File: src/rtl/grid_env_pkg.sv
// Shared definitions for the grid environment step block: action encoding,
// FSM states, default rewards and the registered step-result record.
package grid_env_pkg;

  localparam int unsigned ACTIONS_WIDTH = 2;

  typedef enum logic [ACTIONS_WIDTH-1:0] {
    ACT_RIGHT = 2'b00,
    ACT_UP    = 2'b01,
    ACT_LEFT  = 2'b10,
    ACT_DOWN  = 2'b11
  } action_e;

  typedef enum logic {
    IDLE,
    RESP
  } fsm_e;

  localparam int R_GOAL_DEF = 100;
  localparam int R_WALL_DEF = -10;
  localparam int R_STEP_DEF = -1;

  // Result fields use fixed maximum widths; the top slices them to its parameters.
  localparam int unsigned ST_W_MAX     = 32;
  localparam int unsigned REWARD_W_MAX = 64;

  typedef struct packed {
    logic [ST_W_MAX-1:0]            next_st;
    logic signed [REWARD_W_MAX-1:0] reward;
    logic                           re_random;
    logic                           done;
    logic                           timeout;
  } step_result_t;

  function automatic int unsigned state_idx(input int unsigned row,
                                            input int unsigned col,
                                            input int unsigned grid_w);
    return row * grid_w + col;
  endfunction

endpackage

File: src/rtl/grid_env_step_if.sv
// Action/result handshake bundle between the action selector and the Q-table update path.
interface grid_env_step_if #(
  parameter int unsigned STATES_WIDTH = 5,
  parameter int unsigned REWARD_WIDTH = 16,
  parameter int unsigned STEP_WIDTH   = 7,
  parameter int unsigned EPI_WIDTH    = 16
);
  import grid_env_pkg::*;

  logic                           i_at_valid;
  logic                           o_at_ready;
  logic [ACTIONS_WIDTH-1:0]       i_at;
  logic [STATES_WIDTH-1:0]        o_st;
  logic                           o_res_valid;
  logic                           i_res_ready;
  logic [STATES_WIDTH-1:0]        o_next_st;
  logic signed [REWARD_WIDTH-1:0] o_reward;
  logic                           o_re_random;
  logic                           o_done;
  logic                           o_timeout;
  logic [STEP_WIDTH-1:0]          o_step_cnt;
  logic [EPI_WIDTH-1:0]           o_episode_cnt;

  modport master (
    output i_at_valid, i_at, i_res_ready,
    input  o_at_ready, o_st, o_res_valid, o_next_st, o_reward,
           o_re_random, o_done, o_timeout, o_step_cnt, o_episode_cnt
  );

  modport slave (
    input  i_at_valid, i_at, i_res_ready,
    output o_at_ready, o_st, o_res_valid, o_next_st, o_reward,
           o_re_random, o_done, o_timeout, o_step_cnt, o_episode_cnt
  );

endinterface

File: src/rtl/grid_move_calc.sv
// Combinational move resolution on row/col: border and obstacle blocking,
// successor position and state index without divide or modulo.
module grid_move_calc
  import grid_env_pkg::*;
#(
  parameter int                         GRID_W        = 5,
  parameter int                         GRID_H        = 5,
  parameter logic [GRID_W*GRID_H-1:0]   OBSTACLE_MASK = '0
) (
  input  logic [$clog2(GRID_H)-1:0]        row,
  input  logic [$clog2(GRID_W)-1:0]        col,
  input  logic [$clog2(GRID_W*GRID_H)-1:0] st,
  input  logic [ACTIONS_WIDTH-1:0]         act,
  output logic [$clog2(GRID_H)-1:0]        next_row,
  output logic [$clog2(GRID_W)-1:0]        next_col,
  output logic [$clog2(GRID_W*GRID_H)-1:0] next_st,
  output logic                             blocked
);
  localparam int ROW_W = $clog2(GRID_H);
  localparam int COL_W = $clog2(GRID_W);
  localparam int ST_W  = $clog2(GRID_W*GRID_H);

  logic [ROW_W-1:0] cand_row;
  logic [COL_W-1:0] cand_col;
  logic [ST_W-1:0]  cand_st;
  logic             edge_hit;
  logic             obstacle_hit;

  always_comb begin
    cand_row = row;
    cand_col = col;
    cand_st  = st;
    edge_hit = 1'b0;
    case (action_e'(act))
      ACT_RIGHT:
        if (col == COL_W'(GRID_W - 1)) edge_hit = 1'b1;
        else begin
          cand_col = col + COL_W'(1);
          cand_st  = st + ST_W'(1);
        end
      ACT_UP:
        if (row == '0) edge_hit = 1'b1;
        else begin
          cand_row = row - ROW_W'(1);
          cand_st  = st - ST_W'(GRID_W);
        end
      ACT_LEFT:
        if (col == '0) edge_hit = 1'b1;
        else begin
          cand_col = col - COL_W'(1);
          cand_st  = st - ST_W'(1);
        end
      ACT_DOWN:
        if (row == ROW_W'(GRID_H - 1)) edge_hit = 1'b1;
        else begin
          cand_row = row + ROW_W'(1);
          cand_st  = st + ST_W'(GRID_W);
        end
    endcase
    // cand_st is only a valid cell index when the border check passed
    obstacle_hit = !edge_hit && OBSTACLE_MASK[cand_st];
    blocked      = edge_hit || obstacle_hit;
    next_row     = blocked ? row : cand_row;
    next_col     = blocked ? col : cand_col;
    next_st      = blocked ? st  : cand_st;
  end

endmodule

File: src/rtl/grid_env_step.sv
// Registered grid-world step: one action per handshake, result held until consumed,
// with step/episode bookkeeping and restart handling.
module grid_env_step
  import grid_env_pkg::*;
#(
  parameter int                       GRID_W        = 5,
  parameter int                       GRID_H        = 5,
  parameter int                       START_ST      = 0,
  parameter int                       GOAL_ST       = GRID_W*GRID_H - 1,
  parameter logic [GRID_W*GRID_H-1:0] OBSTACLE_MASK = '0,
  parameter int                       MAX_STEPS     = 64,
  parameter int                       REWARD_WIDTH  = 16,
  parameter int                       R_GOAL        = R_GOAL_DEF,
  parameter int                       R_WALL        = R_WALL_DEF,
  parameter int                       R_STEP        = R_STEP_DEF,
  parameter int                       EPI_WIDTH     = 16
) (
  input logic            i_clk,
  input logic            i_rst,
  input logic            i_restart,
  grid_env_step_if.slave bus
);
  localparam int NUM_STATES   = GRID_W * GRID_H;
  localparam int STATES_WIDTH = $clog2(NUM_STATES);
  localparam int STEP_WIDTH   = $clog2(MAX_STEPS + 1);
  localparam int ROW_W        = $clog2(GRID_H);
  localparam int COL_W        = $clog2(GRID_W);
  localparam int START_ROW    = START_ST / GRID_W;
  localparam int START_COL    = START_ST % GRID_W;

  localparam step_result_t RES_RST = '{next_st: ST_W_MAX'(START_ST), reward: '0,
                                       re_random: 1'b0, done: 1'b0, timeout: 1'b0};

  if (OBSTACLE_MASK[START_ST] || OBSTACLE_MASK[GOAL_ST]) begin : g_mask_chk
    $error("grid_env_step: start or goal cell is marked as an obstacle");
  end
  if (STATES_WIDTH >= ST_W_MAX || REWARD_WIDTH >= REWARD_W_MAX) begin : g_width_chk
    $error("grid_env_step: state or reward width exceeds result record");
  end
  if (state_idx(START_ROW, START_COL, GRID_W) != START_ST) begin : g_start_chk
    $error("grid_env_step: start row/col inconsistent with START_ST");
  end

  fsm_e                    state_q, state_d;
  logic [STATES_WIDTH-1:0] st_q, mv_st;
  logic [ROW_W-1:0]        row_q, nrow_q, mv_row;
  logic [COL_W-1:0]        col_q, ncol_q, mv_col;
  logic                    mv_blocked;
  logic [STEP_WIDTH-1:0]   step_q, step_next;
  logic [EPI_WIDTH-1:0]    epi_q;
  step_result_t            res_q, res_d;
  logic                    restart_q, restart_seen;
  logic                    accept, commit, is_goal, is_timeout;
  logic                    unused_res_bits;

  grid_move_calc #(
    .GRID_W       (GRID_W),
    .GRID_H       (GRID_H),
    .OBSTACLE_MASK(OBSTACLE_MASK)
  ) u_move (
    .row     (row_q),
    .col     (col_q),
    .st      (st_q),
    .act     (bus.i_at),
    .next_row(mv_row),
    .next_col(mv_col),
    .next_st (mv_st),
    .blocked (mv_blocked)
  );

  always_comb begin
    state_d = state_q;
    accept  = 1'b0;
    commit  = 1'b0;
    case (state_q)
      IDLE:
        if (bus.i_at_valid && !i_restart) begin
          accept  = 1'b1;
          state_d = RESP;
        end
      RESP:
        if (bus.i_res_ready) begin
          commit  = 1'b1;
          state_d = IDLE;
        end
    endcase
  end

  always_comb begin
    step_next  = step_q + STEP_WIDTH'(1);
    is_goal    = (mv_st == STATES_WIDTH'(GOAL_ST));
    is_timeout = (step_next == STEP_WIDTH'(MAX_STEPS)) && !is_goal;
    res_d.next_st   = ST_W_MAX'(mv_st);
    res_d.re_random = mv_blocked;
    res_d.done      = is_goal || is_timeout;
    res_d.timeout   = is_timeout;
    if (is_goal)         res_d.reward = REWARD_W_MAX'(R_GOAL);
    else if (mv_blocked) res_d.reward = REWARD_W_MAX'(R_WALL);
    else                 res_d.reward = REWARD_W_MAX'(R_STEP);
    restart_seen = restart_q || i_restart;
  end

  always_ff @(posedge i_clk) begin
    if (i_rst) begin
      state_q   <= IDLE;
      st_q      <= STATES_WIDTH'(START_ST);
      row_q     <= ROW_W'(START_ROW);
      col_q     <= COL_W'(START_COL);
      nrow_q    <= ROW_W'(START_ROW);
      ncol_q    <= COL_W'(START_COL);
      step_q    <= '0;
      epi_q     <= '0;
      res_q     <= RES_RST;
      restart_q <= 1'b0;
    end else begin
      state_q <= state_d;
      if (state_q == IDLE && i_restart) begin
        st_q   <= STATES_WIDTH'(START_ST);
        row_q  <= ROW_W'(START_ROW);
        col_q  <= COL_W'(START_COL);
        step_q <= '0;
      end
      if (accept) begin
        res_q  <= res_d;
        nrow_q <= mv_row;
        ncol_q <= mv_col;
      end
      // A restart seen while a result is pending is remembered until that result commits
      if (state_q == RESP && i_restart) restart_q <= 1'b1;
      if (commit) begin
        restart_q <= 1'b0;
        if (res_q.done || restart_seen) begin
          st_q   <= STATES_WIDTH'(START_ST);
          row_q  <= ROW_W'(START_ROW);
          col_q  <= COL_W'(START_COL);
          step_q <= '0;
          if (!restart_seen) epi_q <= epi_q + EPI_WIDTH'(1);
        end else begin
          st_q   <= res_q.next_st[STATES_WIDTH-1:0];
          row_q  <= nrow_q;
          col_q  <= ncol_q;
          step_q <= step_next;
        end
      end
    end
  end

  assign bus.o_at_ready    = (state_q == IDLE);
  assign bus.o_res_valid   = (state_q == RESP);
  assign bus.o_st          = st_q;
  assign bus.o_next_st     = res_q.next_st[STATES_WIDTH-1:0];
  assign bus.o_reward      = res_q.reward[REWARD_WIDTH-1:0];
  assign bus.o_re_random   = res_q.re_random;
  assign bus.o_done        = res_q.done;
  assign bus.o_timeout     = res_q.timeout;
  assign bus.o_step_cnt    = step_q;
  assign bus.o_episode_cnt = epi_q;

  assign unused_res_bits = ^{res_q.next_st[ST_W_MAX-1:STATES_WIDTH],
                             res_q.reward[REWARD_W_MAX-1:REWARD_WIDTH]};

endmodule

File: src/flat_wrapper.sv
// flat-port wrapper written by rule: the top's interface ports become plain ports
module grid_env_step_flat import grid_env_pkg::*;
#(
  parameter int                       GRID_W        = 5,
  parameter int                       GRID_H        = 5,
  parameter int                       START_ST      = 0,
  parameter int                       GOAL_ST       = GRID_W*GRID_H - 1,
  parameter logic [GRID_W*GRID_H-1:0] OBSTACLE_MASK = '0,
  parameter int                       MAX_STEPS     = 64,
  parameter int                       REWARD_WIDTH  = 16,
  parameter int                       R_GOAL        = R_GOAL_DEF,
  parameter int                       R_WALL        = R_WALL_DEF,
  parameter int                       R_STEP        = R_STEP_DEF,
  parameter int                       EPI_WIDTH     = 16
)
  (i_clk, i_rst, i_restart, bus_i_at_valid, bus_i_at, bus_i_res_ready, bus_o_at_ready, bus_o_st, bus_o_res_valid, bus_o_next_st, bus_o_reward, bus_o_re_random, bus_o_done, bus_o_timeout, bus_o_step_cnt, bus_o_episode_cnt);
  grid_env_step_if #(.STATES_WIDTH(5), .REWARD_WIDTH(REWARD_WIDTH), .STEP_WIDTH(7), .EPI_WIDTH(EPI_WIDTH)) bus_i ();
  input logic i_clk;
  input logic i_rst;
  input logic i_restart;
  input wire logic [$bits(bus_i.i_at_valid)-1:0] bus_i_at_valid;
  input wire logic [$bits(bus_i.i_at)-1:0] bus_i_at;
  input wire logic [$bits(bus_i.i_res_ready)-1:0] bus_i_res_ready;
  output wire logic [$bits(bus_i.o_at_ready)-1:0] bus_o_at_ready;
  output wire logic [$bits(bus_i.o_st)-1:0] bus_o_st;
  output wire logic [$bits(bus_i.o_res_valid)-1:0] bus_o_res_valid;
  output wire logic [$bits(bus_i.o_next_st)-1:0] bus_o_next_st;
  output wire logic [$bits(bus_i.o_reward)-1:0] bus_o_reward;
  output wire logic [$bits(bus_i.o_re_random)-1:0] bus_o_re_random;
  output wire logic [$bits(bus_i.o_done)-1:0] bus_o_done;
  output wire logic [$bits(bus_i.o_timeout)-1:0] bus_o_timeout;
  output wire logic [$bits(bus_i.o_step_cnt)-1:0] bus_o_step_cnt;
  output wire logic [$bits(bus_i.o_episode_cnt)-1:0] bus_o_episode_cnt;
  assign bus_i.i_at_valid = bus_i_at_valid;
  assign bus_i.i_at = bus_i_at;
  assign bus_i.i_res_ready = bus_i_res_ready;
  assign bus_o_at_ready = bus_i.o_at_ready;
  assign bus_o_st = bus_i.o_st;
  assign bus_o_res_valid = bus_i.o_res_valid;
  assign bus_o_next_st = bus_i.o_next_st;
  assign bus_o_reward = bus_i.o_reward;
  assign bus_o_re_random = bus_i.o_re_random;
  assign bus_o_done = bus_i.o_done;
  assign bus_o_timeout = bus_i.o_timeout;
  assign bus_o_step_cnt = bus_i.o_step_cnt;
  assign bus_o_episode_cnt = bus_i.o_episode_cnt;
  grid_env_step #(.GRID_W(GRID_W), .GRID_H(GRID_H), .START_ST(START_ST), .GOAL_ST(GOAL_ST), .OBSTACLE_MASK(OBSTACLE_MASK), .MAX_STEPS(MAX_STEPS), .REWARD_WIDTH(REWARD_WIDTH), .R_GOAL(R_GOAL), .R_WALL(R_WALL), .R_STEP(R_STEP), .EPI_WIDTH(EPI_WIDTH)) u_core (.i_clk(i_clk), .i_rst(i_rst), .i_restart(i_restart), .bus(bus_i));
endmodule
File: config.mk
export PLATFORM = sky130hd
export DESIGN_NAME = grid_env_step_flat
export DESIGN_NICKNAME = d
export VERILOG_FILES = /design/src/rtl/grid_env_pkg.sv /design/src/rtl/grid_env_step_if.sv /design/src/rtl/grid_move_calc.sv /design/src/rtl/grid_env_step.sv /design/src/flat_wrapper.sv
export SDC_FILE = /design/constraint.sdc
export NUM_CORES = 1
export LEC_CHECK = 0
export ABC_AREA = 1
export BUFFER_PORTS_ARGS = -buffer_cell sky130_fd_sc_hd__buf_2
export CORE_ASPECT_RATIO = 1.25
export CORE_UTILIZATION = 50
export CTS_CLUSTER_DIAMETER = 200
export DETAILED_ROUTE_END_ITERATION = 10
export PLACE_DENSITY = 0.74
export SYNTH_ARGS = -nofsm -noshare
export SYNTH_HDL_FRONTEND = slang
export SYNTH_SLANG_ARGS = --single-unit
File: constraint.sdc
create_clock -name i_clk -period 1.75 [get_ports i_clk]
set_clock_uncertainty 0.1 [all_clocks]
set_input_delay 0 -clock i_clk [delete_from_list [all_inputs] [get_ports i_clk]]
set_output_delay 0 -clock i_clk [all_outputs]
set_load 0.005 [all_outputs]
* Yosys cells after proc, flatten, opt, wreduce, memory -nomap -nowiden
Memory sizes are Yosys's and may differ from the RTL's.
Cells that the tools add are included.
** Storage, ports and cells
- Flip-flop bits (word level) :: 66
- Latch bits :: 0
- RAM bits :: 0
- Bits in read-only memories :: 32
- Bits of input ports :: 7
- Memories kept :: 1
** Operators by class
- $add $sub $neg :: 10
- $mul :: 0
- Divide/modulo/power cells :: 0
- Order comparisons :: 1
- Equality and inequality tests :: 7
- Shifts and indexed selects :: 0
- Muxes and demuxes :: 39
- Bitwise operators :: 2
- Reduce and logical (&&, ||, !) cells :: 18
** Memory list
- (no name shown) :: words 32, width 1, read ports 1, clocked after memory_dff 0, write ports 0, RTL line grid_move_calc.sv:61 : obstacle_hit = !edge_hit && OBSTACLE_MASK[cand_st];
** Operators with widths (number)
- two-way mux 5 bit :: 8
- two-way mux 3 bit :: 11
- two-way mux 7 bit :: 3
- one-hot mux 5 bit (4 select lines) :: 1
- adder 16 x 1 -> 16 bit (second input constant) :: 1
- two-way mux 16 bit :: 1
- one-hot mux 3 bit (2 select lines) :: 2
- two-way mux 1 bit :: 10
- adder 7 x 1 -> 7 bit (second input constant) :: 1
- == test 7 bit (second input constant) :: 1
- adder 3 x 1 -> 3 bit (second input constant) :: 2
- == test 3 bit (second input constant) :: 2
- logical NOT 3 bit :: 2
- < comparator 5 x 6 -> 1 bit (second input constant) :: 1
- subtractor 3 x 1 -> 3 bit (second input constant) :: 2
- adder 5 x 1 -> 5 bit (second input constant) :: 1
- adder 5 x 3 -> 5 bit (second input constant) :: 1
- == test 5 bit (second input constant) :: 1
- logical AND 1 bit :: 5
- subtractor 5 x 1 -> 5 bit (second input constant) :: 1
- subtractor 5 x 3 -> 5 bit (second input constant) :: 1
- == test 2 bit (second input constant) :: 2
- logical OR 1 bit :: 4
- two-way mux 4 bit :: 1
- other kinds (9) :: 12

* Logic depth before layout (Yosys ltp)
Gate-level depths: netlist of the first run.
- Depth after elaboration :: 12
- Depth in mapped cells :: 15

* Hierarchy
Synthesis of the first run repeated with hierarchy kept, for this count alone.
** Unflattened totals
- Cell total of the unflattened synthesis :: 468
- Area, all modules :: 3135.5 um2
** By module, submodules not included
- grid_env_step :: instances 1, cells an instance 333, area each 2411.1 um2
- grid_move_calc :: instances 1, cells an instance 135, area each 724.4 um2

* Worst setup path before layout of the first run
No wires, ideal clock.
- Kind :: reg-to-reg
- From :: reg u_core.st_q[0], in the netlist u_core.bus.o_st[0]
- To :: reg u_core.res_q (netlist bit u_core.bus.o_reward[14])
- Arrival time :: 1.664 ns
- Data required time :: 1.518 ns
- Setup slack :: -0.146 ns
- Cell stages (with the launch flop) :: 12
- Buffers on the path :: 1
- Cells stage by stage :: dfxtp_1 -> buf_2 -> inv_1 -> ha_1 -> inv_1 -> nand2_1 -> nand3_1 -> nand4_1 -> nor3_2 -> nand3_1 -> nand2_1 -> a21oi_1
** Between the ends
- Word-level cells in the longest chain between the ends :: 10
- Elaborated cells between the ends (all ways) :: 16
- Classes of those cells :: add/sub: 4; eq/ne: 1; mux: 8; reduce/logical: 2; memory: 1
** Ends and longest elaborated chain
- from (decl) :: RTL line grid_env_step.sv:45 : logic [STATES_WIDTH-1:0] st_q, mv_st;
- from (signal assigned) :: RTL line grid_env_step.sv:106 : st_q <= STATES_WIDTH'(START_ST);
- from (signal assigned) :: RTL line grid_env_step.sv:118 : st_q <= STATES_WIDTH'(START_ST);
- from (signal assigned) :: RTL line grid_env_step.sv:133 : st_q <= STATES_WIDTH'(START_ST);
- adder 5 x 3 -> 5 bit (tied with other cells) :: RTL line grid_move_calc.sv:57 : cand_st = st + ST_W'(GRID_W);
- two-way mux 5 bit, on equally long branches
- one-hot mux 5 bit (4 select lines) :: RTL line grid_move_calc.sv:34 : case (action_e'(act))
- memory read (32 x 1 bit)
- two-way mux 1 bit (implied by the code) :: RTL line grid_move_calc.sv:61
- logical AND 1 bit :: RTL line grid_move_calc.sv:61
- logical OR 1 bit :: RTL line grid_move_calc.sv:62 : blocked = edge_hit || obstacle_hit;
- two-way mux 5 bit * :: RTL line grid_move_calc.sv:65 : next_st = blocked ? st : cand_st;
- == test 5 bit * :: RTL line grid_env_step.sv:91 : is_goal = (mv_st == STATES_WIDTH'(GOAL_ST));
- two-way mux 16 bit * :: RTL line grid_env_step.sv:97 : if (is_goal) res_d.reward = REWARD_W_MAX'(R_GOAL);
- to (signal assigned) :: RTL line grid_env_step.sv:124 : res_q <= res_d;
- to (decl) :: RTL line grid_env_step.sv:51 : step_result_t res_q, res_d;
Mark *: on every way between the ends. The rest lies on a longest branch, timed or not. The select of a mux whose other input is x is not followed.
A chain may end at the register's enable or synchronous reset.

* Worst setup path in the final report of the first run
- From :: reg u_core.col_q[0]
- To :: reg u_core.res_q (netlist bit u_core.bus.o_reward[14])
** Between the ends
- Word-level cells in the longest chain between the ends :: 10
- Elaborated cells between the ends (all ways) :: 16
- Classes of those cells :: eq/ne: 2; mux: 9; reduce/logical: 4; memory: 1
** Ends and longest elaborated chain
- from (decl) :: RTL line grid_env_step.sv:47 : logic [COL_W-1:0] col_q, ncol_q, mv_col;
- from (signal assigned) :: RTL line grid_env_step.sv:108 : col_q <= COL_W'(START_COL);
- from (signal assigned) :: RTL line grid_env_step.sv:120 : col_q <= COL_W'(START_COL);
- from (signal assigned) :: RTL line grid_env_step.sv:135 : col_q <= COL_W'(START_COL);
- == test 3 bit / logical NOT 3 bit (equally long branches) :: RTL line grid_move_calc.sv:36, grid_move_calc.sv:48
- two-way mux 5 bit, on equally long branches :: RTL line grid_move_calc.sv:36, grid_move_calc.sv:48
- one-hot mux 5 bit (4 select lines) :: RTL line grid_move_calc.sv:34
- memory read (32 x 1 bit)
- two-way mux 1 bit (implied by the code) :: RTL line grid_move_calc.sv:61
- logical AND 1 bit :: RTL line grid_move_calc.sv:61
- logical OR 1 bit :: RTL line grid_move_calc.sv:62
- two-way mux 5 bit * :: RTL line grid_move_calc.sv:65
- == test 5 bit * :: RTL line grid_env_step.sv:91
- two-way mux 16 bit * :: RTL line grid_env_step.sv:97
Marks and branches as above.

==> tab_implementation.tex, run 1 <==
\begin{tabular}{lr}
\hline
Metric & Value \\
\hline
\multicolumn{2}{l}{\textbf{Clock tree}} \\
Inserted Clock Buffers & 5 \\
Number of H-tree levels & 2 \\
Insertion delay of the later-clocked pin in the worst-skew pair & 310 ps \\
Buffer levels on the longest clock path & 2 \\
Clock sinks & 53 \\
Root Buffer Master & sky130\_fd\_sc\_hd\_\_clkbuf\_8 \\
Clock input transition at the sequential cells of the worst setup and hold paths & 100 ps \\
CTS tree & yes \\
\multicolumn{2}{l}{\textbf{Status}} \\
Result of the run & finished with violations \\
Failing checks & setup timing \\
\multicolumn{2}{l}{\textbf{Placed design}} \\
Final Wtd Congestion & 0.8977 \\
Post-detailed-placement half-perimeter wirelength & 5.934 mm \\
IO buf count & 60 \\
Pre-CTS setup slack & -111.3 ps \\
Post-placement cell area & 3645 um2 \\
\multicolumn{2}{l}{\textbf{Synth}} \\
Sequential element share of the synthesized area & 34.29\% \\
Post-synth top flop & sky130\_fd\_sc\_hd\_\_dfxtp\_1 \\
EDFF count, synth & 0 \\
Number of standard cells after synthesis & 457 \\
Synthesized netlist net count & 474 \\
Number of different library cells in the post-synthesis netlist & 36 \\
Mean post-synth cell area & 6.771 um2 \\
Synth Cell Area & 3094 um2 \\
Yosys warning count & 0 \\
Flop and latch count out of synthesis & 53 \\
Post-synth ARST share & 0\% \\
\multicolumn{2}{l}{\textbf{Global routing}} \\
First-pass GRT wire length & 14.28 mm \\
Via count of the first global-routing pass & 3,182 \\
Total routing resource utilization after global routing & 27.42\% \\
Initial antenna violation count & 0 \\
Sum of overflow across all layers after global routing & 0 \\
Global-route track usage on met3 & 3.475\% \\
Met2 layer usage reported by global route & 48.21\% \\
Busiest metal layer after global routing & met2 \\
Global-route met1 utilization & 32.44\% \\
Maximum number of pins on one net before global-route repair & 30 \\
\multicolumn{2}{l}{\textbf{Drt}} \\
Detailed-route via count & 3,251 \\
Number of DRC markers after the initial detailed-route iteration & 209 \\
Wirelength, routed & 8.284 mm \\
Number of nets with antenna violations after detailed routing & 0 \\
Ratio of routed vias to standard cells & 5.152 \\
DRC Markers & 0 \\
Iteration count of the initial detailed-routing pass & 7 \\
Wire length per cell & 13.13 um \\
\multicolumn{2}{l}{\textbf{Pwr}} \\
Combinational share of power & 11.3\% \\
Switch Pwr & 585.9 uW \\
Total leakage power & 1.894 nW \\
Sequential share of power & 53.4\% \\
Power per standard cell area & 585.3 nW/um2 \\
Peak supply drop & 0.4809 mV \\
Proportion of power drawn by the clock network & 35.3\% \\
Internal power & 1.754 mW \\
Overall power consumption & 2.340 mW \\
Sw Share & 25.04\% \\
\multicolumn{2}{l}{\textbf{Critical path}} \\
Slowest-stage cell, CP & sky130\_fd\_sc\_hd\_\_dfxtp\_2 \\
Required time of the critical path & 1840 ps \\
Critical path data arrival time & 1890 ps \\
Critical Path Source Type & flip-flop \\
Worst path cell trace & inv\_2, ha\_4, nand2\_4, nand2\_1, nand2\_1, nand2\_1, nand4\_1, nor3\_2, nand3\_2, nand2\_1, a21oi\_1 \\
Worst Path Class, Setup & flip-flop to flip-flop \\
Largest stage delay on the critical path & 340 ps \\
Critical Path Most Common Cell & sky130\_fd\_sc\_hd\_\_nand2\_1 \\
Critical Path End Type & flip-flop \\
Maximum fanout count along the critical path & 6 \\
\multicolumn{2}{l}{\textbf{Timing}} \\
Maximum clock frequency & 554.5 MHz \\
Final period util & 103.1\% \\
Final hold violation count & 0 \\
Total setup violations reported at the end of the flow & 4 \\
RSZ-0062 raised after global routing & true \\
Period minus WS final & 1803 ps \\
Smallest setup slack after layout & -53.42 ps \\
Number of pins with negative max-slew slack in the final report & 0 \\
Worst Max-Slew Pin Slew & 497.3 ps \\
Worst slew margin relative to its limit & 66.81\% \\
\multicolumn{2}{l}{\textbf{Finish}} \\
Share of post-route cells with drive strength above 1 & 30.97\% \\
Area growth from synthesis to layout & 29.20\% \\
Multi-input logic area & 1788 um2 \\
Design area & 3998 um2 \\
Number of inserted diodes & 0 \\
Sequential cell area & 1075 um2 \\
Final Net Count & 566 \\
Layout filler cell count & 526 \\
\multicolumn{2}{l}{\textbf{Die}} \\
Die footprint & 6509 um2 \\
Standard cell core area & 5896 um2 \\
Initial core utilization & 52.48\% \\
Top-level port count & 61 \\
Site Rows & 31 \\
Die span in x & 72.36 um \\
Height of the die & 89.95 um \\
\multicolumn{2}{l}{\textbf{Hold path}} \\
Path type of the worst min-delay path & input port to flip-flop \\
\multicolumn{2}{l}{\textbf{Run}} \\
Max-capacitance violation count & 0 \\
\hline
\end{tabular}
==> per-layer routing <==
layer | part of all wire [%] | vias up | wire (um)
li1 | - | 1656 | -
met1 | 42 | 1488 | 3507
met2 | 52 | 88 | 4306
met3 | 3.6 | 19 | 299
met4 | 2.1 | 0 | 171
met5 | 0 | - | 0
==> layout by cell type (no fill, tap or decap), types with 3 or more instances in the layout <==
cell / n
sky130_fd_sc_hd__ha_4: 4
sky130_fd_sc_hd__nand3_1: 32
sky130_fd_sc_hd__nor3_2: 4
sky130_fd_sc_hd__o21a_1: 4
sky130_fd_sc_hd__dlygate4sd3_1: 5
sky130_fd_sc_hd__nor2_4: 6
sky130_fd_sc_hd__nand2_4: 3
sky130_fd_sc_hd__buf_4: 48
sky130_fd_sc_hd__o21ai_0: 24
sky130_fd_sc_hd__nor2_1: 25
sky130_fd_sc_hd__nand4_1: 11
sky130_fd_sc_hd__o21ai_1: 5
sky130_fd_sc_hd__nand2_2: 6
sky130_fd_sc_hd__o211ai_1: 4
sky130_fd_sc_hd__nand2_1: 107
sky130_fd_sc_hd__nor2_2: 7
sky130_fd_sc_hd__inv_4: 3
sky130_fd_sc_hd__a21oi_1: 44
sky130_fd_sc_hd__inv_2: 7
sky130_fd_sc_hd__nor3_1: 3
sky130_fd_sc_hd__dfxtp_2: 5
sky130_fd_sc_hd__nor3b_1: 3
sky130_fd_sc_hd__buf_2: 60
sky130_fd_sc_hd__xor2_1: 4
sky130_fd_sc_hd__dfxtp_1: 46
sky130_fd_sc_hd__ha_1: 6
sky130_fd_sc_hd__clkbuf_8: 5
sky130_fd_sc_hd__inv_1: 46
==> critical path: cells and delay by family (launching register included) <==
family	cells	cell delay, ps
adder cells (fa/ha/maj)	1	200
flip-flops	1	340
AND/OR/NAND/NOR	8	910
buffers and inverters	1	70
AO/OA/AOI/OAI	1	60
==> power groups by stage <==
stage	Combinational, mW	Clock (mW)	Sequential, mW
4_1_cts	0.256	0.840	1.25
6_report	0.263	0.827	1.25
3_3_place_gp	0.238	0	1.28
2_1_floorplan	0.151	0	1.28
3_5_place_dp	0.239	0	1.28
5_1_grt	0.291	0.878	1.26
==> repair_timing <==
item                                    CTS  global route
buffers inserted                          2             6
endpoints found under the setup margin    7            15
endpoints found under the hold margin     3             0
hold buffers                              6             0
pin swaps                                 3             7
resized for setup                        22            25
==> cell usage after synthesis, types with 3 or more instances <==
cell type | count | area, um2
sky130_fd_sc_hd__nor3b_1 | 3 | 22.52
sky130_fd_sc_hd__inv_2 | 3 | 11.26
sky130_fd_sc_hd__o21a_1 | 4 | 30.03
sky130_fd_sc_hd__nand2_1 | 111 | 416.7
sky130_fd_sc_hd__nor2_2 | 4 | 25.02
sky130_fd_sc_hd__o211ai_1 | 4 | 30.03
sky130_fd_sc_hd__buf_2 | 6 | 30.03
sky130_fd_sc_hd__clkbuf_1 | 7 | 26.28
sky130_fd_sc_hd__a21oi_1 | 45 | 225.2
sky130_fd_sc_hd__dfxtp_1 | 53 | 1061
sky130_fd_sc_hd__nand3_1 | 34 | 170.2
sky130_fd_sc_hd__buf_4 | 14 | 105.1
sky130_fd_sc_hd__nor3_2 | 3 | 30.03
sky130_fd_sc_hd__nor2_1 | 32 | 120.1
sky130_fd_sc_hd__ha_1 | 10 | 125.1
sky130_fd_sc_hd__xor2_1 | 4 | 35.03
sky130_fd_sc_hd__inv_1 | 53 | 198.9
sky130_fd_sc_hd__nand4_1 | 11 | 68.82
sky130_fd_sc_hd__nor3_1 | 5 | 25.02
sky130_fd_sc_hd__o21ai_0 | 27 | 135.1
sky130_fd_sc_hd__nand2_2 | 4 | 25.02
==> cell families (layout without fill, tap and decap cells) <==
family	count (synthesis)	count (layout)	synth area share [%]
simple gates	216	216	32.27
compound gates	89	89	15.61
buf+inv	84	176	12.37
flops	53	53	34.29
fa+ha+maj	10	10	4.044
xor+xnor	5	5	1.415
==> stage by stage <==
stage	hold slack [ps]	utilization, %	setup TNS (ps)	std cells
floorplan	39.38	-	0	457
global placement	179.7	61.82	-289.8	611
detailed placement	182.1	61.82	-500.2	611
CTS	1.294	65.90	-15.04	626
global route	38.26	67.81	-1231	631
finish	2.842	67.81	-165.2	631
==> flip-flops by register name, indices dropped and copies added, names as in the netlist <==
signal / count
u_core.col_q: 3
u_core.nrow_q: 3
u_core.row_q: 3
u_core.bus.o_st: 5
u_core.bus.o_episode_cnt: 16
u_core.bus.o_next_st: 5
u_core.ncol_q: 3
u_core.bus.o_done: 1
u_core.bus.o_re_random: 1
u_core.bus.o_res_valid: 1
u_core.bus.o_reward: 3
u_core.bus.o_timeout: 1
u_core.bus.o_step_cnt: 7
u_core.restart_q: 1
==> worst paths after layout <==
path | slack, ps | cells past startpoint | to | start
min reg2reg | 360 | 2 | u_core.row_q[2] | u_core.nrow_q[2]
min | 3 | 5 | u_core.bus.o_step_cnt[0] | bus_i_res_ready
max reg2reg | -50 | 11 | u_core.bus.o_reward[14] | u_core.col_q[0]
max | -50 | 11 | u_core.bus.o_reward[14] | u_core.col_q[0]
==> layout make-up <==
class | count | area share, %
Clock buffer | 5 | 1.721
Clock inverter | 2 | 0.8764
Sequential cell | 53 | 26.89
Timing Repair Buffer | 113 | 17.78
Inverter | 56 | 5.446
Tap cell | 82 | 2.567
Multi-Input combinational cell | 320 | 44.73
(Power assumes the default switching activity.)
==> inputs of run 2 (changes only) <==
--- a/config.mk
+++ b/config.mk
@@ -6,5 +6,5 @@
 export NUM_CORES = 1
 export LEC_CHECK = 0
-export ABC_AREA = 1
+export ABC_AREA = 0
 export BUFFER_PORTS_ARGS = -buffer_cell sky130_fd_sc_hd__buf_2
 export CORE_ASPECT_RATIO = 1.25
==> constraint.sdc (replaced) <==
create_clock -name i_clk -period 1.75 [get_ports i_clk]
set_clock_uncertainty 0.1 [all_clocks]
set_input_delay 0.175 -clock i_clk [delete_from_list [all_inputs] [get_ports i_clk]]
set_output_delay 0.175 -clock i_clk [all_outputs]
set_load 0.005 [all_outputs]
==> tab_implementation.tex, run 2 <==
\begin{tabular}{lr}
\hline
Metric & Value \\
\hline
\multicolumn{2}{l}{\textbf{Finish}} \\
Most common library cell in the layout ignoring fill and taps & sky130\_fd\_sc\_hd\_\_buf\_4 \\
Final Net Count & 518 (-8.5\%) \\
Area growth from synthesis to layout & 38.53\% \\
Share of post-route cells with drive strength above 1 & 41.24\% (+10 points) \\
Core utilization of the finished layout & 72.94\% (+5.1 points) \\
Layout Cells excl Fill & 584 (-7.4\%) \\
Leading cell types in the layout, fill and taps excluded & 76 x sky130\_fd\_sc\_hd\_\_buf\_4, 60 x sky130\_fd\_sc\_hd\_\_buf\_2, 49 x sky130\_fd\_sc\_hd\_\_nor2\_1, 43 x sky130\_fd\_sc\_hd\_\_dfxtp\_1, 26 x sky130\_fd\_sc\_hd\_\_a21oi\_1 \\
Design area & 4300 um2 (+7.6\%) \\
Number of inserted diodes & 0 (unchanged) \\
Max reg flops & 16 (unchanged) \\
\multicolumn{2}{l}{\textbf{Global routing}} \\
Busiest metal layer after global routing & met2 \\
Global-route track usage on met3 & 3.812\% (+0.34 points) \\
Initial antenna violation count & 0 (unchanged) \\
Maximum number of pins on one net before global-route repair & 23 (-23\%) \\
First-pass GRT wire length & 13.84 mm (-3.1\%) \\
Sum of overflow across all layers after global routing & 0 (unchanged) \\
Total routing resource utilization after global routing & 26.29\% (-1.1 points) \\
Global-route met1 utilization & 29.15\% (-3.3 points) \\
Met2 layer usage reported by global route & 48.99\% (+0.78 points) \\
Via count of the first global-routing pass & 3,134 (-1.5\%) \\
\multicolumn{2}{l}{\textbf{Synth}} \\
Share of the synthesized area in the top cell type & 34.18\% (-0.11 points) \\
Mean post-synth cell area & 8.042 um2 (+19\%) \\
Number of different library cells in the post-synthesis netlist & 61 (+69\%) \\
Flop and latch count out of synthesis & 53 (unchanged) \\
Yosys warning count & 0 (unchanged) \\
EDFF count, synth & 0 (unchanged) \\
Post-synth ARST share & 0\% (unchanged) \\
Count leader, synth & sky130\_fd\_sc\_hd\_\_dfxtp\_1 \\
Cell type with the highest aggregate area in the netlist & sky130\_fd\_sc\_hd\_\_dfxtp\_1 \\
Biggest area contributors in the synthesized netlist & sky130\_fd\_sc\_hd\_\_dfxtp\_1 34\%, sky130\_fd\_sc\_hd\_\_nor2\_1 5.9\%, sky130\_fd\_sc\_hd\_\_a21oi\_1 4.7\% \\
Sequential element share of the synthesized area & 34.18\% (-0.11 points) \\
Synth Cell Area & 3104 um2 (+0.32\%) \\
Synthesized netlist net count & 403 (-15\%) \\
List of most frequent post-synthesis cells & 53 x sky130\_fd\_sc\_hd\_\_dfxtp\_1, 49 x sky130\_fd\_sc\_hd\_\_nor2\_1, 29 x sky130\_fd\_sc\_hd\_\_a21oi\_1, 24 x sky130\_fd\_sc\_hd\_\_nand2\_1, 18 x sky130\_fd\_sc\_hd\_\_inv\_1 \\
Post-synth top flop & sky130\_fd\_sc\_hd\_\_dfxtp\_1 \\
Number of standard cells after synthesis & 386 (-16\%) \\
\multicolumn{2}{l}{\textbf{Run}} \\
Max-capacitance violation count & 0 (unchanged) \\
\multicolumn{2}{l}{\textbf{Pwr}} \\
Overall power consumption & 2.284 mW (-2.4\%) \\
Total leakage power & 1.863 nW (-1.6\%) \\
Peak supply drop & 0.5784 mV (+20\%) \\
Power per standard cell area & 531.2 nW/um2 (-9.3\%) \\
\multicolumn{2}{l}{\textbf{Critical path}} \\
Critical register-to-register path endpoint & u\_core.bus.o\_done \\
Number of cells on the worst reg-to-reg path & 8 (-3) \\
Critical Path End Type & flip-flop \\
Critical path data arrival time & 2250 ps (+360 ps) \\
R2r setup slk & -380 ps (-330 ps) \\
Required time of the critical path & 1860 ps (+20 ps) \\
Reg2Reg Launch Point & u\_core.row\_q[0] \\
Critical Path Source Type & flip-flop \\
Worst Path Class, Setup & flip-flop to flip-flop \\
Maximum fanout count along the critical path & 4 (-2) \\
\multicolumn{2}{l}{\textbf{Clock tree}} \\
CTS tree & yes \\
Number of H-tree levels & 2 (unchanged) \\
Clock sinks & 53 (unchanged) \\
Root Buffer Master & sky130\_fd\_sc\_hd\_\_clkbuf\_8 \\
Buffer levels on the longest clock path & 2 (unchanged) \\
Inserted Clock Buffers & 5 (unchanged) \\
Insertion delay of the later-clocked pin in the worst-skew pair & 310 ps (about the same) \\
Clock input transition at the sequential cells of the worst setup and hold paths & 100 ps (about the same) \\
\multicolumn{2}{l}{\textbf{Timing}} \\
Worst Max-Slew Pin Slew & 370.3 ps (-127.0 ps) \\
Number of pins with negative max-slew slack in the final report & 0 (unchanged) \\
Period minus WS final & 2134 ps (+330.9 ps) \\
Final hold violation count & 0 (unchanged) \\
Total setup violations reported at the end of the flow & 7 (+3) \\
Smallest setup slack after layout & -384.4 ps (-330.9 ps) \\
Worst slew margin relative to its limit & 75.28\% (+8.5 points) \\
Maximum clock frequency & 468.5 MHz (-16\%) \\
Final period util & 122.0\% (+19 points) \\
Final sum of negative setup slack & -1958 ps (-1793 ps) \\
RSZ-0062 raised after global routing & true \\
\multicolumn{2}{l}{\textbf{Hold path}} \\
Path type of the worst min-delay path & input port to flip-flop \\
Worst Hold Path EP & u\_core.bus.o\_res\_valid \\
Min-Delay Path Depth & 3 (-2) \\
Startpoint of the most critical hold path & bus\_i\_res\_ready \\
\multicolumn{2}{l}{\textbf{Die}} \\
Standard cell core area & 5896 um2 (unchanged) \\
Initial core utilization & 52.65\% (+0.17 points) \\
Top-level port count & 61 (unchanged) \\
Height of the die & 90.10 um (+0.16\%) \\
Die span in x & 72.48 um (+0.16\%) \\
Die footprint & 6530 um2 (+0.32\%) \\
Site Rows & 31 (unchanged) \\
\multicolumn{2}{l}{\textbf{Drt}} \\
Ratio of routed vias to standard cells & 5.604 (+8.8\%) \\
Number of nets with antenna violations after detailed routing & 0 (unchanged) \\
Number of DRC markers after the initial detailed-route iteration & 163 (-22\%) \\
Iteration count of the initial detailed-routing pass & 4 (-3) \\
Wire length per cell & 14.83 um (+13\%) \\
DRC Markers & 0 (unchanged) \\
Detailed-route via count & 3,273 (+0.68\%) \\
Wirelength, routed & 8.662 mm (+4.6\%) \\
\multicolumn{2}{l}{\textbf{Placed design}} \\
Post-placement cell area & 3906 um2 (+7.2\%) \\
Placed Cells incl. Taps & 566 (-7.4\%) \\
IO buf count & 60 (unchanged) \\
Post-detailed-placement half-perimeter wirelength & 6.175 mm (+4.1\%) \\
Final Wtd Congestion & 0.8918 (-0.66\%) \\
\multicolumn{2}{l}{\textbf{Status}} \\
Result of the run & finished with violations \\
Failing checks & setup timing \\
\hline
\end{tabular}
run 2: report_power, final:
part | switching (mW) | total [mW] | internal [mW]
clock | 0.417 | 0.704 | 0.286
sequential | 0.0151 | 1.24 | 1.22
combinational | 0.182 | 0.341 | 0.160
run 2: worst max-delay path by stage:
stage                          from                      end  slack, ps  depth (start not counted)
detailed placement  u_core.row_q[0]        u_core.bus.o_done       -450                          8
finish              u_core.row_q[0]        u_core.bus.o_done       -380                          8
global placement    u_core.row_q[0]        u_core.bus.o_done       -400                          8
global route        u_core.row_q[0]  u_core.bus.o_reward[14]       -450                          9
CTS                 u_core.row_q[0]        u_core.bus.o_done       -380                          8
floorplan           u_core.row_q[1]        u_core.bus.o_done       -470                          9
run 2: per-layer routing:
metal / routed length, um / up-vias
met4: 214 / 0
met3: 352 / 19
li1: - / 1611
met5: 0 / -
met2: 4667 / 82
met1: 3428 / 1561
run 2: area by class of cell:
cell class	instances	area (um2)
multi-input combinational	277	1977
fill	443	1595
sequential	53	1074
timing repair buffer	146	991.0
tap	82	102.6
clock buffer	6	72.57
inverter	18	70.07
clock inverter	2	13.76
run 2: logic make-up after synthesis:
logic type               after synthesis  share of synthesized area [%]
XOR/XNOR                              16                          4.756
multiplexers                           1                         0.3225
adder cells (fa/ha/maj)               10                          4.031
flip-flops                            53                          34.18
AO/OA/AOI/OAI                        105                          23.58
buffers and inverters                 56                          9.109
AND/OR/NAND/NOR                      145                          24.02
run 2: per-stage QoR:
step,setup WS [ps],hold WS (ps)
after floorplan,-470.6,170.6
after global placement,-401.8,299.8
after detailed placement,-449.5,305.4
after CTS,-379.5,66.15
after global routing,-447.2,110.4
final,-384.4,79.17
run 2: repair_timing:
item / 4_1_cts / 5_1_grt
hold buffers: 1 / 0
gates resized for setup: 26 / 28
setup endpoints to repair: 9 / 14
setup buffers: 8 / 5
pin swaps: 12 / 23
cloned: 0 / 0
hold endpoints to repair: 1 / 0
run 2: worst max-delay path, cell delays in order (launching register included):
cell and delay, ps:
sky130_fd_sc_hd__dfxtp_2 340, sky130_fd_sc_hd__inv_2 50, sky130_fd_sc_hd__ha_4 160, sky130_fd_sc_hd__a21bo_1 190, sky130_fd_sc_hd__or2_1 240, sky130_fd_sc_hd__and3_4 190, sky130_fd_sc_hd__o311ai_4 230, sky130_fd_sc_hd__and4bb_4 260
sky130_fd_sc_hd__a221o_1 290
==> inputs of run 3 (changes only) <==
- SETUP_SLACK_MARGIN: not set -> 0.02
==> tab_implementation.tex, run 3 (synthesis gave the netlist of run 2 again) <==
\begin{tabular}{lr}
\hline
Metric & Value \\
\hline
\multicolumn{2}{l}{\textbf{Finish}} \\
Area growth from synthesis to layout & 40.19\% \\
Most common library cell in the layout ignoring fill and taps & sky130\_fd\_sc\_hd\_\_buf\_4 \\
Core utilization of the finished layout & 73.81\% (+0.87 points) \\
Layout Cells excl Fill & 580 (-0.68\%) \\
Number of inserted diodes & 0 (unchanged) \\
Leading cell types in the layout, fill and taps excluded & 71 x sky130\_fd\_sc\_hd\_\_buf\_4, 60 x sky130\_fd\_sc\_hd\_\_buf\_2, 49 x sky130\_fd\_sc\_hd\_\_nor2\_1, 43 x sky130\_fd\_sc\_hd\_\_dfxtp\_1, 24 x sky130\_fd\_sc\_hd\_\_a21oi\_1 \\
Final Net Count & 514 (-0.77\%) \\
Share of post-route cells with drive strength above 1 & 41.57\% (+0.33 points) \\
Max reg flops & 16 (unchanged) \\
\multicolumn{2}{l}{\textbf{Status}} \\
Result of the run & finished with violations \\
Failing checks & setup timing \\
\multicolumn{2}{l}{\textbf{Pwr}} \\
Combinational share of power & 13.9\% (-1.0 points) \\
Switch Pwr & 626.7 uW (+2.1\%) \\
Internal power & 1.805 mW (+8.1\%) \\
Overall power consumption & 2.432 mW (+6.5\%) \\
Sw Share & 25.77\% (-1.1 points) \\
Total leakage power & 1.873 nW (+0.53\%) \\
Power per standard cell area & 558.9 nW/um2 (+5.2\%) \\
Proportion of power drawn by the clock network & 35.2\% (+4.4 points) \\
Sequential share of power & 50.8\% (-3.5 points) \\
Peak supply drop & 0.3849 mV (-33\%) \\
\multicolumn{2}{l}{\textbf{Timing}} \\
Total setup violations reported at the end of the flow & 7 (unchanged) \\
Smallest setup slack after layout & -454.7 ps (-70.36 ps) \\
Final sum of negative setup slack & -2189 ps (-230.1 ps) \\
Final hold violation count & 0 (unchanged) \\
Worst slew margin relative to its limit & 74.63\% (-0.66 points) \\
Number of pins with negative max-slew slack in the final report & 0 (unchanged) \\
Final period util & 126.0\% (+4.0 points) \\
Maximum clock frequency & 453.6 MHz (-3.2\%) \\
Worst Max-Slew Pin Slew & 380.6 ps (+10.35 ps) \\
RSZ-0062 raised after global routing & true \\
Period minus WS final & 2205 ps (+70.36 ps) \\
\multicolumn{2}{l}{\textbf{Critical path}} \\
Slowest-stage cell, CP & sky130\_fd\_sc\_hd\_\_dfxtp\_4 \\
Critical Path End Type & flip-flop \\
Required time of the critical path & 1860 ps (about the same) \\
Beginning of the critical path & u\_core.bus.o\_st[1] \\
Critical path data arrival time & 2310 ps (+60 ps) \\
Worst Path Class, Setup & flip-flop to flip-flop \\
Reg2Reg Launch Point & u\_core.bus.o\_st[1] \\
Maximum fanout count along the critical path & 5 (+1) \\
Largest stage delay on the critical path & 380 ps (+40 ps) \\
Critical Path Source Type & flip-flop \\
Worst path cell trace & ha\_4, o211a\_4, or3\_1, nand4b\_1, a22o\_1, and4bb\_4, buf\_6, a211oi\_2 \\
\multicolumn{2}{l}{\textbf{Placed design}} \\
Post-detailed-placement half-perimeter wirelength & 5.885 mm (-4.7\%) \\
Final Wtd Congestion & 0.9614 (+7.8\%) \\
Placed Cells incl. Taps & 559 (-1.2\%) \\
IO buf count & 60 (unchanged) \\
Pre-CTS setup slack & -434.6 ps (+14.92 ps) \\
\multicolumn{2}{l}{\textbf{Drt}} \\
Number of nets with antenna violations after detailed routing & 0 (unchanged) \\
Wirelength, routed & 8.756 mm (+1.1\%) \\
Number of DRC markers after the initial detailed-route iteration & 207 (+27\%) \\
Detailed-route via count & 3,322 (+1.5\%) \\
Wire length per cell & 15.10 um (+1.8\%) \\
DRC Markers & 0 (unchanged) \\
Iteration count of the initial detailed-routing pass & 5 (+1) \\
Ratio of routed vias to standard cells & 5.728 (+2.2\%) \\
\multicolumn{2}{l}{\textbf{Die}} \\
Die span in x & 72.48 um (unchanged) \\
Standard cell core area & 5896 um2 (unchanged) \\
Die footprint & 6530 um2 (unchanged) \\
Top-level port count & 61 (unchanged) \\
Site Rows & 31 (unchanged) \\
Height of the die & 90.10 um (unchanged) \\
Initial core utilization & 52.65\% (unchanged) \\
\multicolumn{2}{l}{\textbf{Clock tree}} \\
Clock sinks & 53 (unchanged) \\
Root Buffer Master & sky130\_fd\_sc\_hd\_\_clkbuf\_8 \\
Buffer levels on the longest clock path & 2 (unchanged) \\
Insertion delay of the later-clocked pin in the worst-skew pair & 310 ps (about the same) \\
Number of H-tree levels & 2 (unchanged) \\
Inserted Clock Buffers & 5 (unchanged) \\
CTS tree & yes \\
Clock input transition at the sequential cells of the worst setup and hold paths & 100 ps (about the same) \\
\multicolumn{2}{l}{\textbf{Global routing}} \\
Global-route met1 utilization & 33.08\% (+3.9 points) \\
Global-route track usage on met3 & 3.700\% (-0.11 points) \\
Total routing resource utilization after global routing & 26.83\% (+0.54 points) \\
Met2 layer usage reported by global route & 46.34\% (-2.6 points) \\
Initial antenna violation count & 0 (unchanged) \\
Maximum number of pins on one net before global-route repair & 55 (+140\%) \\
First-pass GRT wire length & 14.23 mm (+2.8\%) \\
Sum of overflow across all layers after global routing & 0 (unchanged) \\
Busiest metal layer after global routing & met2 \\
Via count of the first global-routing pass & 3,117 (-0.54\%) \\
\multicolumn{2}{l}{\textbf{Hold path}} \\
Startpoint of the most critical hold path & bus\_i\_res\_ready \\
Path type of the worst min-delay path & input port to flip-flop \\
\multicolumn{2}{l}{\textbf{Run}} \\
Max-capacitance violation count & 0 (unchanged) \\
\hline
\end{tabular}
## run 3: cell types whose count changed in the layout (fill, tap and decap cells not counted), moves of 2 or more
cell / before / now
sky130_fd_sc_hd__o21ai_2: 1 / 3
sky130_fd_sc_hd__buf_4: 76 / 71
sky130_fd_sc_hd__a21oi_1: 26 / 24
sky130_fd_sc_hd__dfxtp_2: 10 / 8
sky130_fd_sc_hd__a21oi_2: 3 / 5
sky130_fd_sc_hd__dfxtp_4: 0 / 2
sky130_fd_sc_hd__o21ai_1: 3 / 1
sky130_fd_sc_hd__nand2b_4: 1 / 3
sky130_fd_sc_hd__ha_2: 2 / 0
## run 3: area by class of cell
cell class	count	area, um2
timing repair buffer	142	973.4
clock inverter	3	43.79
fill	442	1544
tap	82	102.6
sequential	53	1079
clock buffer	5	68.82
inverter	18	70.07
multi-input combinational	277	2014
## run 3: worst paths after layout
check / to / depth (start not counted) / slack (ps)
max: u_core.bus.o_reward[14] / 8 / -450
min: u_core.bus.o_res_valid / 3 / 70
max reg2reg: u_core.bus.o_reward[14] / 8 / -450
min reg2reg: u_core.nrow_q[2] / 2 / 360
## run 3: worst max-delay path, delay by kind of cell, from the launching register on
family	cells	cell delay [ps]
AND/OR/NAND/NOR	3	780
buffers and inverters	1	120
AO/OA/AOI/OAI	3	540
adder cells (fa/ha/maj)	1	180
flip-flops	1	380
## run 3: power groups by stage
stage	Clock (mW)	Combinational, mW	Sequential, mW
6_report	0.857	0.339	1.24
3_5_place_dp	0	0.293	1.27
5_1_grt	0.924	0.364	1.24
2_1_floorplan	0	0.183	1.27
3_3_place_gp	0	0.290	1.27
4_1_cts	0.878	0.317	1.24
## run 3: timing repair
action,in CTS,in global routing
hold buffers,1,0
setup endpoints to repair,9,15
endpoints found under the hold margin,1,0
pin swaps,12,23
gates resized for setup,32,27
buffers inserted,5,10
## run 3: routing by layer
layer | wire (um) | up-vias
li1 | - | 1593
met1 | 3673 | 1580
met2 | 4469 | 121
met3 | 365 | 28
met4 | 247 | 0
met5 | 0 | -
## run 3: stage by stage
step           hold WS (ps)  cell area (um2)
6_report              70.88             4352
5_1_grt               74.12             4352
4_1_cts               69.05             4169
3_5_place_dp          304.7             3876
3_3_place_gp          299.7             3876
2_1_floorplan         170.6             3163
